## src/rtl/pwm_pkg.sv

```systemverilog
// Shared constants, types and level/mask helpers for the PWM output stage.
package pwm_pkg;

  localparam int PWM_STEPS = 256;
  localparam int DUTY_W    = 8;
  localparam logic [DUTY_W-1:0] DUTY_FULL = 8'hFF;
  localparam int NUM_CH    = 16;

  typedef logic [DUTY_W-1:0] duty_t;
  typedef logic [NUM_CH-1:0] ch_mask_t;

  // Full duty is a special case so the waveform never dips low at the wrap.
  function automatic logic pwm_level(input duty_t duty, input duty_t step);
    return (duty == DUTY_FULL) || (step < duty);
  endfunction

  function automatic ch_mask_t chan_mask(input ch_mask_t en_out,
                                         input ch_mask_t en_pwm,
                                         input logic     lvl);
    return en_out & (~en_pwm | {NUM_CH{lvl}});
  endfunction

endpackage

```

## src/rtl/pwm_if.sv

```systemverilog
// Register-block to output-stage bundle: enables and duty in, channel outputs out.
interface pwm_if;
  logic [7:0] en_reg_out_7_0;
  logic [7:0] en_reg_out_15_8;
  logic [7:0] en_reg_pwm_7_0;
  logic [7:0] en_reg_pwm_15_8;
  logic [7:0] pwm_duty_cycle;
  logic [7:0] out_7_0;
  logic [7:0] out_15_8;
  logic       period_start;

  modport master (
    output en_reg_out_7_0, en_reg_out_15_8, en_reg_pwm_7_0, en_reg_pwm_15_8,
    output pwm_duty_cycle,
    input  out_7_0, out_15_8, period_start
  );

  modport slave (
    input  en_reg_out_7_0, en_reg_out_15_8, en_reg_pwm_7_0, en_reg_pwm_15_8,
    input  pwm_duty_cycle,
    output out_7_0, out_15_8, period_start
  );
endinterface

```

## src/rtl/pwm_timebase.sv

```systemverilog
// Prescaled 8-bit step counter with double-buffered duty; exports the PWM level
// of the upcoming cycle so registered outputs line up with period_start.
module pwm_timebase
  import pwm_pkg::*;
#(
  parameter int CLK_DIV = 3000
) (
  input  logic  clk,
  input  logic  rst,
  input  duty_t i_duty,
  output logic  o_lvl_next,
  output logic  o_wrap
);

  localparam int PW = (CLK_DIV > 1) ? $clog2(CLK_DIV) : 1;
  localparam logic [PW-1:0] PRESC_LAST = PW'(CLK_DIV - 1);
  localparam duty_t         STEP_LAST  = duty_t'(PWM_STEPS - 1);

  logic [PW-1:0] r_presc;
  logic [PW-1:0] w_presc_next;
  duty_t         r_cnt;
  duty_t         w_cnt_next;
  duty_t         r_duty_sh;
  duty_t         w_duty_next;
  logic          w_tick;

  // Next-state logic for prescaler, step counter and duty shadow.
  always_comb begin
    w_tick = (r_presc == PRESC_LAST);
    o_wrap = w_tick && (r_cnt == STEP_LAST);
    if (w_tick) begin
      w_presc_next = '0;
      w_cnt_next   = r_cnt + 8'd1;
    end else begin
      w_presc_next = r_presc + PW'(1);
      w_cnt_next   = r_cnt;
    end
    if (o_wrap) begin
      w_duty_next = i_duty;
    end else begin
      w_duty_next = r_duty_sh;
    end
    o_lvl_next = pwm_level(w_duty_next, w_cnt_next);
  end

  // Time-base state registers.
  always_ff @(posedge clk) begin
    if (rst) begin
      r_presc   <= '0;
      r_cnt     <= 8'h00;
      r_duty_sh <= 8'h00;
    end else begin
      r_presc   <= w_presc_next;
      r_cnt     <= w_cnt_next;
      r_duty_sh <= w_duty_next;
    end
  end

endmodule

```

## src/rtl/pwm_output_stage.sv

```systemverilog
// Sixteen-channel output stage: per-channel off / on / PWM masking of a shared
// prescaled PWM waveform, with registered outputs and a period-start strobe.
module pwm_output_stage
  import pwm_pkg::*;
#(
  parameter int CLK_DIV = 3000
) (
  input  logic clk,
  input  logic rst,
  pwm_if.slave bus
);

  logic     w_lvl_next;
  logic     w_wrap;
  ch_mask_t w_en_out;
  ch_mask_t w_en_pwm;
  ch_mask_t w_out_next;
  ch_mask_t r_out;
  logic     r_period_start;

  pwm_timebase #(
    .CLK_DIV (CLK_DIV)
  ) u_timebase (
    .clk        (clk),
    .rst        (rst),
    .i_duty     (bus.pwm_duty_cycle),
    .o_lvl_next (w_lvl_next),
    .o_wrap     (w_wrap)
  );

  assign w_en_out   = {bus.en_reg_out_15_8, bus.en_reg_out_7_0};
  assign w_en_pwm   = {bus.en_reg_pwm_15_8, bus.en_reg_pwm_7_0};
  assign w_out_next = chan_mask(w_en_out, w_en_pwm, w_lvl_next);

  // Output and strobe registers; strobe marks the first cycle after the wrap.
  always_ff @(posedge clk) begin
    if (rst) begin
      r_out          <= 16'h0000;
      r_period_start <= 1'b0;
    end else begin
      r_out          <= w_out_next;
      r_period_start <= w_wrap;
    end
  end

  assign bus.out_7_0      = r_out[7:0];
  assign bus.out_15_8     = r_out[15:8];
  assign bus.period_start = r_period_start;

endmodule

```

## src/flat_wrapper.sv

```systemverilog
// flat-port wrapper written by rule: the top's interface ports become plain ports
module pwm_output_stage_flat import pwm_pkg::*;
#(
  parameter int CLK_DIV = 3000
)
  (clk, rst, bus_en_reg_out_7_0, bus_en_reg_out_15_8, bus_en_reg_pwm_7_0, bus_en_reg_pwm_15_8, bus_pwm_duty_cycle, bus_out_7_0, bus_out_15_8, bus_period_start);
  pwm_if bus_i ();
  input  logic clk;
  input  logic rst;
  input wire logic [$bits(bus_i.en_reg_out_7_0)-1:0] bus_en_reg_out_7_0;
  input wire logic [$bits(bus_i.en_reg_out_15_8)-1:0] bus_en_reg_out_15_8;
  input wire logic [$bits(bus_i.en_reg_pwm_7_0)-1:0] bus_en_reg_pwm_7_0;
  input wire logic [$bits(bus_i.en_reg_pwm_15_8)-1:0] bus_en_reg_pwm_15_8;
  input wire logic [$bits(bus_i.pwm_duty_cycle)-1:0] bus_pwm_duty_cycle;
  output wire logic [$bits(bus_i.out_7_0)-1:0] bus_out_7_0;
  output wire logic [$bits(bus_i.out_15_8)-1:0] bus_out_15_8;
  output wire logic [$bits(bus_i.period_start)-1:0] bus_period_start;
  assign bus_i.en_reg_out_7_0 = bus_en_reg_out_7_0;
  assign bus_i.en_reg_out_15_8 = bus_en_reg_out_15_8;
  assign bus_i.en_reg_pwm_7_0 = bus_en_reg_pwm_7_0;
  assign bus_i.en_reg_pwm_15_8 = bus_en_reg_pwm_15_8;
  assign bus_i.pwm_duty_cycle = bus_pwm_duty_cycle;
  assign bus_out_7_0 = bus_i.out_7_0;
  assign bus_out_15_8 = bus_i.out_15_8;
  assign bus_period_start = bus_i.period_start;
  pwm_output_stage #(.CLK_DIV(CLK_DIV)) u_core (.clk(clk), .rst(rst), .bus(bus_i));
endmodule
```

## config.mk

```make
export PLATFORM = sky130hd
export DESIGN_NAME = pwm_output_stage_flat
export DESIGN_NICKNAME = d
export VERILOG_FILES = /design/src/rtl/pwm_pkg.sv /design/src/rtl/pwm_if.sv /design/src/rtl/pwm_timebase.sv /design/src/rtl/pwm_output_stage.sv /design/src/flat_wrapper.sv
export SDC_FILE = /design/constraint.sdc
export NUM_CORES = 1
export LEC_CHECK = 0
export BUFFER_PORTS_ARGS = -buffer_cell sky130_fd_sc_hd__buf_2
export CAP_MARGIN = 40
export CORE_AREA = 10 10 98 100
export DETAILED_ROUTE_END_ITERATION = 8
export DIE_AREA = 0 0 108 110
export HOLD_SLACK_MARGIN = 0.1
export PLACE_DENSITY_LB_ADDON = 0.05
export SYNTH_ARGS = -nofsm -noshare
export SYNTH_HDL_FRONTEND = slang
export SYNTH_SLANG_ARGS = --single-unit
```

## constraint.sdc

```tcl
create_clock -name clk -period 5.35 [get_ports clk]
set_clock_uncertainty 0.15 [all_clocks]
set_input_delay 0.2675 -clock clk [delete_from_list [all_inputs] [get_ports clk]]
set_output_delay 0.2675 -clock clk [all_outputs]
set_load 0.02 [all_outputs]
```

==> results of run 1 <==
report_power, final:
part / leakage, nW / switching (mW) / internal [mW]
clock: 0.0574 / 0.122 / 0.152
sequential: 0.366 / 0.00318 / 0.342
combinational: 0.859 / 0.0293 / 0.0327
layout by cell type, fill, tap and decap left out, types with 2 or more instances in the layout:
cell type                        n
sky130_fd_sc_hd__o21ai_2        10
sky130_fd_sc_hd__inv_1           5
sky130_fd_sc_hd__or3_1          17
sky130_fd_sc_hd__clkbuf_8        6
sky130_fd_sc_hd__nor2b_1         7
sky130_fd_sc_hd__and4_1          2
sky130_fd_sc_hd__buf_2          58
sky130_fd_sc_hd__xnor2_1         6
sky130_fd_sc_hd__o21ai_0         9
sky130_fd_sc_hd__nand4_1        10
sky130_fd_sc_hd__a21o_1         20
sky130_fd_sc_hd__a21oi_1         3
sky130_fd_sc_hd__nand2_1         8
sky130_fd_sc_hd__nor2_1         30
sky130_fd_sc_hd__nand2b_1       18
sky130_fd_sc_hd__dfxtp_1        45
sky130_fd_sc_hd__ha_1            8
sky130_fd_sc_hd__xor2_1         11
sky130_fd_sc_hd__mux2i_1         6
sky130_fd_sc_hd__dlygate4sd3_1  14
sky130_fd_sc_hd__and3_1          3
sky130_fd_sc_hd__nand3_1         5
routing by layer:
layer	GRT usage, %	vias up
li1	-	991
met3	3.66	4
met1	12.7	840
met5	0	-
met2	15.2	51
met4	2.58	0
metrics by stage:
step | worst slack (ns) | hold slack [ns] | util [%] | total power [mW]
floorplan | 2.10 | 0.269 | - | 0.382
global placement | 1.68 | 0.298 | 34.0 | 0.408
detailed placement | 1.58 | 0.303 | 34.0 | 0.408
finish | 1.62 | 0.115 | 37.5 | 0.681
CTS | 1.57 | 0.101 | 37.5 | 0.695
global route | 1.32 | 0.114 | 37.5 | 0.715
layout make-up:
type	instances	area, um2	area share, %
Clock buffer	6	82.6	2.88
Sequential cell	45	901	31.5
Clock inverter	2	37.5	1.31
Multi-Input combinational cell	185	1270	44.2
Timing Repair Buffer	72	430	15.0
Inverter	5	18.8	0.655
Tap cell	102	128	4.46
worst min-delay path, stage by stage:
cell,delay [ns]
sky130_fd_sc_hd__buf_2,0.09
sky130_fd_sc_hd__mux2i_1,0.08
sky130_fd_sc_hd__nor2_1,0.09
worst max-delay path by stage:
stage,endpoint,slack (ns),cells past startpoint
global route,u_core.r_out[15],1.32,12
global placement,u_core.r_out[8],1.68,12
detailed placement,u_core.r_out[12],1.58,12
finish,u_core.r_out[1],1.62,12
floorplan,u_core.r_out[0],2.10,13
CTS,u_core.r_out[15],1.57,12
logic make-up (layout without fill, tap and decap cells):
group / after synthesis / after routing / synth area share, %
simple gates: 108 / 108 / 27.7
compound gates: 46 / 46 / 15.3
flops: 45 / 45 / 40.5
xor+xnor: 17 / 17 / 6.69
buf+inv: 13 / 85 / 2.59
fa+ha+maj: 8 / 8 / 4.50
mux: 6 / 6 / 2.70
flip-flops by register name, summed over array words and instances (netlist names):
| name | cells |
|---|---|
| u_core.r_out | 16 |
| u_core.u_timebase.r_presc | 12 |
| u_core.u_timebase.r_cnt | 8 |
| u_core.u_timebase.r_duty_sh | 8 |
| u_core.bus.period_start | 1 |
timing repair:
item	CTS	global route
hold buffers	14	0
buffers inserted	0	0
endpoints found under the hold margin	14	0
==> results.json, run 1 <==
{
  "outcome": "complete, no violations",
  "initial_utilization_pct": 29.1,
  "finish.net_count": 364,
  "die_area_mm2": 0.0119,
  "layout.cell_area.non_filler_mm2": 0.00286,
  "top_layer_used": "met4",
  "hold_path_end": "u_core.u_timebase.r_duty_sh[4]",
  "critical_path_arrival_ns": 3.81,
  "r2r_end": "u_core.r_out[1]",
  "syn-cell-area_mm2": 0.00222,
  "detailroute.wirelength.met2_um": 2550,
  "power_leakage_nw": 1.28,
  "cpMostUsedCell": "sky130_fd_sc_hd__a21o_1",
  "p_per_area_mw_per_mm2": 238,
  "cp_num_buf_inv": 0,
  "total_clock_buffers_created_by_cts": 5,
  "via_count": 1886,
  "antenna_found_initial": 0,
  "synth_warn": 0,
  "crit_start": "u_core.u_timebase.r_presc[0]",
  "critical_path_peak_fanout": 17,
  "post-synth-top-count-cell": "sky130_fd_sc_hd__dfxtp_1",
  "maxClockFrequency_mhz": 268,
  "asyncSetResetFlopFracSynth_pct": 0,
  "timing.hold.worst.start": "bus_pwm_duty_cycle[4]",
  "area_share_of_the_leading_cell_type_in_the_synthesized_netlist_pct": 40.5,
  "core.rowCount": 32,
  "drv.max_cap_violation_count": 0,
  "syn-instance-count": 243,
  "period_utilisation_layout_pct": 69.7,
  "post_route_cells_drive_above_1_share_pct": 26.0,
  "antenna_cells_inserted": 0,
  "die-height_um": 110,
  "coreArea_mm2": 0.00765,
  "wire_length_of_the_first_global_routing_pass_um": 9450,
  "slew_violations": 0,
  "ir_worst_vdd_mv": 0.113,
  "ys_top_cells_by_area": "sky130_fd_sc_hd__dfxtp_1, sky130_fd_sc_hd__a21o_1, sky130_fd_sc_hd__nand2b_1, sky130_fd_sc_hd__nor2_1, sky130_fd_sc_hd__or3_1",
  "hold_path.class": "in -> reg",
  "wl_per_cell_um": 13.9,
  "clk_root_buffer_cell": "sky130_fd_sc_hd__clkbuf_8",
  "synth_area_leader": "sky130_fd_sc_hd__dfxtp_1",
  "layoutNonFillerInstCount": 417,
  "clkSlewWorstSetupHoldPaths_ns": 0.09,
  "place_inst": 395,
  "count_of_state_elements_after_synthesis": 45,
  "worst_setup_path_end_kind": "register",
  "wl_met1_um": 2830,
  "avg_synthesized_cell_area_um2": 9.15,
  "avgViaCountPerCell": 4.52,
  "regToRegStartpoint": "u_core.u_timebase.r_presc[0]",
  "dominantRegCellSynth": "sky130_fd_sc_hd__dfxtp_1",
  "edff_count_synth": 0,
  "worst_slew_margin_rel_pct": 58.7,
  "finalSetupViolations": 0,
  "unrepaired_setup_endpoints_after_global_routing": "false",
  "ant_nets": 0,
  "cp_cell_sequence": "ha_1 > nand4_1 > nor3_4 > nand2_1 > mux2i_1 > ha_1 > a21o_1 > a21o_1 > a21o_1 > o22a_2 > a21o_1 > o21ai_2",
  "wl_um": 5790,
  "clockBufferDepth": 2,
  "wl_met3_um": 359,
  "grt_use_total_pct": 9.87,
  "worst_pin_slew_ns": 0.620,
  "slowest_delay_ns": 0.43,
  "cp_slowest_cell": "sky130_fd_sc_hd__o22a_2",
  "synth.top_cells.by_count": "sky130_fd_sc_hd__dfxtp_1, sky130_fd_sc_hd__nor2_1, sky130_fd_sc_hd__a21o_1",
  "cts_sinks": 45,
  "worst_r2r_setup_slack_ns": 1.62,
  "crit_path_start_kind": "register",
  "grt_max_degree": 37,
  "floorplan.io_pins": 59,
  "mappedNetlistNets": 293,
  "fin_setup_tns_ns": 0,
  "place_area_mm2": 0.00260,
  "via_count_of_the_first_global_routing_pass": 2019,
  "cts_tree": "built",
  "min_delay_path_depth": 3,
  "finalHoldViolations": 0,
  "synth-seq-area-share_pct": 40.5,
  "area_growth_syn_to_layout_pct": 28.7,
  "gp_routability_congestion": 0.747,
  "first_iteration_detailed_routing_drc_count": 53,
  "cp_top_family": "compound AO/OA/AOI/OAI gates",
  "timing.final.crit_period_ns": 3.73,
  "cts_repair_resize_count": 0,
  "hpwl_um": 4260,
  "rr_worst_depth": 12,
  "worst-endpoint-required_ns": 5.43,
  "floorplan.die.width_um": 108,
  "distinct_cell_type_count_after_synthesis": 34,
  "drtPass1Iterations": 5,
  "gr-total-overflow": 0,
  "htree_levels": 2,
  "n_fill_cell": 812,
  "drt_drc_violations_left": 0,
  "crit_type": "reg -> reg",
  "worst_skew_pair.late_latency_ns": 0.30,
  "place.port_buffers": 58
}
(Power assumes the default switching activity.)
==> run 2: changes to the inputs <==
==> constraint.sdc (replaced) <==
create_clock -name clk -period 3.6 [get_ports clk]
set_clock_uncertainty 0.15 [all_clocks]
set_input_delay 0.18 -clock clk [delete_from_list [all_inputs] [get_ports clk]]
set_output_delay 0.18 -clock clk [all_outputs]
set_load 0.02 [all_outputs]
==> results.json, run 2 (same netlist as run 1, synthesis figures left out) <==
{
  "clkSlewWorstSetupHoldPaths_ns": 0.09,
  "finalSetupViolations": 0,
  "crit_path_start_kind": "register",
  "total_clock_buffers_created_by_cts": 5,
  "floorplan.io_pins": 59,
  "worst_setup_path_end_kind": "register",
  "cts_sinks": 45,
  "place_inst": 398,
  "crit_type": "reg -> reg",
  "final_cell_mix": "sky130_fd_sc_hd__buf_2, sky130_fd_sc_hd__dfxtp_1, sky130_fd_sc_hd__dlygate4sd3_1",
  "p_per_area_mw_per_mm2": 305,
  "layoutNonFillerInstCount": 443,
  "finalHoldViolations": 0,
  "layout.cells.most_common": "sky130_fd_sc_hd__buf_2",
  "fin_setup_tns_ns": 0,
  "n_fill_cell": 773,
  "coreArea_mm2": 0.00765,
  "layout.cell_area.non_filler_mm2": 0.00311,
  "avgViaCountPerCell": 4.55,
  "ir_worst_vdd_mv": 0.129,
  "hpwl_um": 4260,
  "largest_register_ffs": 16,
  "power_leakage_nw": 1.39,
  "period_utilisation_layout_pct": 92.2,
  "floorplan.die.width_um": 108,
  "post_route_cells_drive_above_1_share_pct": 24.9,
  "critical_path_arrival_ns": 3.39,
  "critical_path_peak_fanout": 9,
  "ant_nets": 0,
  "multi_input_area_mm2": 0.00128,
  "layout.area.seq_um2": 901,
  "wl_um": 6000,
  "drtPass1Iterations": 4,
  "cts_setup_buffers": 0,
  "die-height_um": 110,
  "first_iteration_detailed_routing_drc_count": 47,
  "reg.largest.list": "u_core.r_out: 16 flops, u_core.u_timebase.r_presc: 12 flops",
  "timing.final.crit_period_ns": 3.32,
  "worst_skew_pair.late_latency_ns": 0.29,
  "place.port_buffers": 58,
  "htree_levels": 2,
  "finish.net_count": 391,
  "die_area_mm2": 0.0119,
  "place_worst_setup_slack_ns": 0.214,
  "worst-endpoint-required_ns": 3.67,
  "antenna_cells_inserted": 0,
  "worst_slew_margin_rel_pct": 57.1,
  "wl_per_cell_um": 13.5,
  "place_area_mm2": 0.00263,
  "unrepaired_setup_endpoints_after_global_routing": "false",
  "maxClockFrequency_mhz": 301,
  "clk_root_buffer_cell": "sky130_fd_sc_hd__clkbuf_8",
  "cts_tree": "built",
  "outcome": "complete, no violations",
  "drt_drc_violations_left": 0,
  "drv.max_cap_violation_count": 0,
  "antenna_found_initial": 0,
  "hold_path.class": "in -> reg",
  "clockBufferDepth": 2,
  "layout.core_utilization_pct": 40.6,
  "via_count_of_the_first_global_routing_pass": 2196,
  "wire_length_of_the_first_global_routing_pass_um": 10400,
  "gr-total-overflow": 0,
  "grt_use_total_pct": 10.7,
  "core.rowCount": 32,
  "via_count": 2014,
  "post-route-worst-setup-slack_ns": 0.282,
  "grt_max_degree": 37,
  "slew_violations": 0,
  "registers.top_by_ff_count": "u_core.r_out",
  "area_growth_syn_to_layout_pct": 39.7,
  "worst_pin_slew_ns": 0.644,
  "gp_routability_congestion": 0.733,
  "initial_utilization_pct": 29.1
}
-- run 2: cell count changes in the layout (fill, tap and decap cells not counted) --
cell,change
sky130_fd_sc_hd__o22a_2,-1
sky130_fd_sc_hd__or3_1,-1
sky130_fd_sc_hd__dlygate4sd3_1,+24
sky130_fd_sc_hd__buf_4,+3
sky130_fd_sc_hd__or3_4,+1
sky130_fd_sc_hd__clkbuf_1,+1
sky130_fd_sc_hd__ha_2,+1
sky130_fd_sc_hd__clkinvlp_4,-1
sky130_fd_sc_hd__bufinv_16,-1
sky130_fd_sc_hd__ha_1,-1
sky130_fd_sc_hd__o22a_4,+1
-- run 2: routing by layer --
| layer | vias to the layer above | track usage (%) | part of all wire (%) |
|---|---|---|---|
| li1 | 1042 | - | - |
| met1 | 919 | 12.8 | 48 |
| met2 | 46 | 18.2 | 46 |
| met3 | 7 | 3.25 | 5.0 |
| met4 | 0 | 2.86 | 0.87 |
| met5 | - | 0 | 0 |
-- run 2: path summary, 6_finish.rpt --
check                          startpoint                             end  slack [ns]  cells past startpoint
min                 bus_pwm_duty_cycle[0]  u_core.u_timebase.r_duty_sh[0]        0.13                      5
min reg2reg  u_core.u_timebase.r_presc[0]    u_core.u_timebase.r_presc[0]        0.32                      1
max reg2reg  u_core.u_timebase.r_presc[0]                u_core.r_out[15]        0.28                     12
max          u_core.u_timebase.r_presc[0]                u_core.r_out[15]        0.28                     12
-- run 2: layout make-up --
class	instances	share of cell area (%)
Inverter	5	0.604
Tap cell	102	4.11
Timing Repair Buffer	99	22.3
Clock buffer	7	2.78
Multi-Input combinational cell	185	41.2
Sequential cell	45	29.0
-- run 2: critical path: stages, from the launching register on --
cell and delay (ns):
sky130_fd_sc_hd__dfxtp_1 0.38, sky130_fd_sc_hd__ha_2 0.23, sky130_fd_sc_hd__nand4_1 0.21, sky130_fd_sc_hd__or3_4 0.42
sky130_fd_sc_hd__nor2_1 0.18, sky130_fd_sc_hd__nand3_1 0.11, sky130_fd_sc_hd__xnor2_1 0.19, sky130_fd_sc_hd__ha_1 0.27
sky130_fd_sc_hd__a21o_1 0.15, sky130_fd_sc_hd__a21o_1 0.27, sky130_fd_sc_hd__buf_4 0.20, sky130_fd_sc_hd__or3_1 0.36
sky130_fd_sc_hd__o21ai_2 0.11
-- run 2: per-stage QoR --
| step | power [mW] | hold slack (ns) |
|---|---|---|
| floorplan | 0.567 | 0.182 |
| global placement | 0.607 | 0.297 |
| detailed placement | 0.606 | 0.299 |
| CTS | 0.965 | 0.108 |
| global route | 0.996 | 0.149 |
| finish | 0.949 | 0.127 |
-- run 2: repair_timing --
item,in CTS,in global routing
gates resized for setup,0,3
setup endpoints to repair,0,16
hold buffers,38,0
hold endpoints to repair,23,0
-- run 2: where the power goes --
part           total, mW  leakage [nW]  internal, mW  switching, mW
Sequential         0.512         0.366         0.507        0.00498
Clock              0.324        0.0443         0.153          0.171
Combinational      0.113         0.975        0.0658         0.0472
Total              0.949          1.39         0.726          0.223
